`config.mk`:
```
export PLATFORM = sky130hd
export DESIGN_NAME = prbs_err_counter
export DESIGN_NICKNAME = d
export VERILOG_FILES = /design/src/rtl/prbs_err_counter.sv
export SDC_FILE = /design/constraint.sdc
export NUM_CORES = 1
export LEC_CHECK = 0
export BUFFER_PORTS_ARGS = -buffer_cell sky130_fd_sc_hd__buf_2
export CAP_MARGIN = 20
export CORE_MARGIN = 2
export CORE_UTILIZATION = 59
export CTS_BUF_LIST = sky130_fd_sc_hd__clkbuf_4 sky130_fd_sc_hd__clkbuf_8
export DETAILED_ROUTE_END_ITERATION = 7
export PLACE_DENSITY = 0.94
export SYNTH_ARGS = -nofsm -noshare
export SYNTH_HDL_FRONTEND = slang
export SYNTH_SLANG_ARGS = --single-unit
```
`constraint.sdc`:
```
create_clock -name clk -period 2.4 [get_ports clk]
set_clock_uncertainty 0.15 [all_clocks]
set_input_delay 0.6 -clock clk [delete_from_list [all_inputs] [get_ports clk]]
set_output_delay 0.6 -clock clk [all_outputs]
set_load 0.05 [all_outputs]
```
`src/rtl/prbs_err_counter.sv`:
```
// Saturating up-counter with synchronous clear. Clear has priority over
// increment; the count holds at all-ones once reached.
module prbs_err_counter #(
    parameter int W = 16
) (
    input  logic         clk,
    input  logic         rst,
    input  logic         clr,
    input  logic         inc,
    output logic [W-1:0] cnt
);

    localparam logic [W-1:0] ONE = W'(1);

    logic [W-1:0] cnt_r;

    // Counter register: reset/clear to zero, otherwise saturating increment.
    always_ff @(posedge clk) begin
        if (rst) begin
            cnt_r <= '0;
        end else if (clr) begin
            cnt_r <= '0;
        end else if (inc && (cnt_r != '1)) begin
            cnt_r <= cnt_r + ONE;
        end else begin
            cnt_r <= cnt_r;
        end
    end

    assign cnt = cnt_r;

endmodule

```
==> impl_metrics.tcl <==
set metrics [dict create \
    crit_arrival_ns 1.89 \
    grt_antenna_before_repair 0 \
    die-area_um2 1890 \
    final.period_utilization_pct 78.3 \
    synth-seq-area-share_pct 34.9 \
    h_tree_levels 1 \
    largest_reg_flops 16 \
    synth_cells 102 \
    tns_ns 0 \
    globalplace.congestion 0.866 \
    report.final.setup_viol 0 \
    num_rows 14 \
    p_leak_nw 0.430 \
    path_class "reg -> reg" \
    synth.avg_cell_area_um2 8.99 \
    cp.depth 4 \
    crit_path_max_incr_delay_ns 0.49 \
    grt.overflow.total 0 \
    port_buffers 19 \
    clkLatencyLatePin_ns 0.29 \
    initial_core_util_pct 61.6 \
    top_ports 20 \
    wirelength_um 1880 \
    grt.total_usage_pct 21.7 \
    synth_async_sr_flop_share_pct 0 \
    max_slew_margin_pct 68.4 \
    synth_fp_nets 107 \
    final_cells 137 \
    post_synth_instance_area_um2 917 \
    detail_route.first_pass.iterations 4 \
    clk_root_buffer_cell "sky130_fd_sc_hd__clkbuf_4" \
    maximum_number_of_pins_on_one_net_before_global_route_repair 13 \
    timing.critical_path.from "cnt[13]" \
    vdd.ir_drop.worst_mv 0.351 \
    wl_per_cell_um 13.7 \
    final.min_clock_period_ns 1.88 \
    util_after_layout_pct 69.4 \
    critical_path.reg2reg.endpoint "cnt[1]" \
    timing.final.ws_setup_ns 0.520 \
    cts_inserted_buffers 3 \
    antenna_cells_inserted 0 \
    outcome "complete, no violations" \
    place_inst 133 \
    timing.critical_path.buf_inv 0 \
    synth_enable_flop_cells 0 \
    die_w_um 43.4 \
    filler_cell_count 119 \
    synth.area.top_cells "sky130_fd_sc_hd__dfxtp_1, sky130_fd_sc_hd__mux2i_1, sky130_fd_sc_hd__nand2_1" \
    worst_pin_slew_ns 0.472 \
    clkTransAtPathRegs_ns 0.10 \
    power_density_nw_per_um2 457 \
    synth_cell_type_count 36 \
    cts_repair_resize_count 0 \
    synthToLayoutAreaGrowth_pct 12.7 \
    critical_path.top_delay_family "simple AND/OR/NAND/NOR gates" \
    placeableCoreArea_um2 1490 \
    detailedPlacementHpwl_um 1400 \
    hold_path.class "reg -> reg" \
    yosys_most_used_dff "sky130_fd_sc_hd__dfxtp_1" \
    synth_top_cell_area_share_pct 34.9 \
    tritoncts_clock_tree "yes" \
    worst-path-max-fanout 12 \
    detailedPlace.worstSlack_ns 0.532 \
    post-cts-setup-buffers 0 \
    drc 0 \
    synthMostInstantiatedCell "sky130_fd_sc_hd__dfxtp_1" \
    cts_hold_repair.buffers 0 \
    ant_nets 0 \
    cell_chain_critical_path "nand4_4 -> nor3_4 -> a21boi_0 -> mux2i_1" \
    crit_end_category "flip-flop" \
    grt_first_pass_wirelength_um 3130 \
    r2r_slack_ns 0.52 \
    numClockSinks 16 \
    critPathLaunchType "flip-flop" \
    via_count_of_the_first_global_routing_pass 749 \
    detailroute.via_count 872 \
    max_transition_viols_final 0 \
    drtIter0Drc 31 \
    timing.critical_path.to "cnt[1]" \
    crit_slowest_cell "sky130_fd_sc_hd__dfxtp_1" \
    r2r_cells 4 \
    clock_tree.buffer_depth 2 \
    max_cap_violations 0 \
    largest_area_contributor_in_the_synthesized_netlist "sky130_fd_sc_hd__dfxtp_1" \
    grt_setup_unrepaired "no" \
    timing.rr.start "cnt[13]" \
    seq_cells_post_synth 16 \
    drt-vias-per-instance 6.36 \
    chipHeight_um 43.4 \
    hold_viol 0 \
    drive_gt1_share_pct 29.8 \
    ys_warn_count 0 \
    timing.fmax_mhz 532 \
    final_net_count 127 \
    critical_path_required_ns 2.41 \
    netlist_top_cells_count "sky130_fd_sc_hd__dfxtp_1, sky130_fd_sc_hd__nand2_1, sky130_fd_sc_hd__a21oi_1, sky130_fd_sc_hd__mux2i_1, sky130_fd_sc_hd__nand3_1" \
]
==> worst min path at each step <==
stage | slack (ns) | from | end | depth (start not counted)
after CTS | 0.35 | cnt[5] | cnt[5] | 2
final | 0.35 | cnt[5] | cnt[5] | 2
after global routing | 0.38 | cnt[5] | cnt[5] | 2
after global placement | 0.33 | cnt[5] | cnt[5] | 2
after floorplan | 0.54 | cnt[5] | cnt[5] | 2
after detailed placement | 0.34 | cnt[5] | cnt[5] | 2
==> worst reg2reg max path, cell delays in order, from the launching register on <==
cell	delay (ns)
sky130_fd_sc_hd__dfxtp_1	0.49
sky130_fd_sc_hd__nand4_4	0.19
sky130_fd_sc_hd__nor3_4	0.47
sky130_fd_sc_hd__a21boi_0	0.27
sky130_fd_sc_hd__mux2i_1	0.17
==> cell families (layout without fill, tap and decap cells) <==
family                   after synthesis  in the layout  synth area share, %
buffers and inverters                  6             25                 5.05
flip-flops                            16             16                 34.9
AO/OA/AOI/OAI                         27             27                 20.6
AND/OR/NAND/NOR                       46             46                 31.5
multiplexers                           6              6                 6.55
adder cells (fa/ha/maj)                1              1                 1.36
==> final cells by class <==
cell class	instances	area, um^2	area share, %
clock buffer	4	36.3	3.51
inverter	1	3.75	0.363
multi-input combinational	80	551	53.3
sequential	16	320	31.0
tap	16	20.0	1.94
timing repair buffer	20	103	9.93
==> through the flow <==
stage / instance area [um^2] / total power, mW / hold WS (ns)
floorplan: 917 / 0.290 / 0.541
global placement: 997 / 0.298 / 0.328
detailed placement: 997 / 0.298 / 0.337
CTS: 1030 / 0.477 / 0.352
global route: 1030 / 0.488 / 0.380
finish: 1030 / 0.472 / 0.349
==> power by group <==
part	internal (mW)	total, mW	switching [mW]
registers	0.266	0.268	0.00154
logic	0.00883	0.0242	0.0153
clock network	0.0923	0.180	0.0874
==> placed cells by master (no fill, tap or decap), drive strengths merged, types with 5 or more instances in the layout <==
cell type and n:
nand2 13, dfxtp 16, and3 6, buf 20
or3 7, mux2i 6, a21oi 6, o21ai 6
nand3 5
==> routing by layer <==
metal | GRT usage (%) | wire length, um | up-vias | share of wire, %
li1 | - | - | 428 | -
met1 | 28.6 | 836 | 403 | 45
met2 | 34.6 | 903 | 37 | 48
met3 | 2.92 | 109 | 4 | 5.8
met4 | 11.5 | 26 | 0 | 1.4
met5 | 0 | 0 | - | 0
Note: power is estimated with default switching activity, not from simulation.
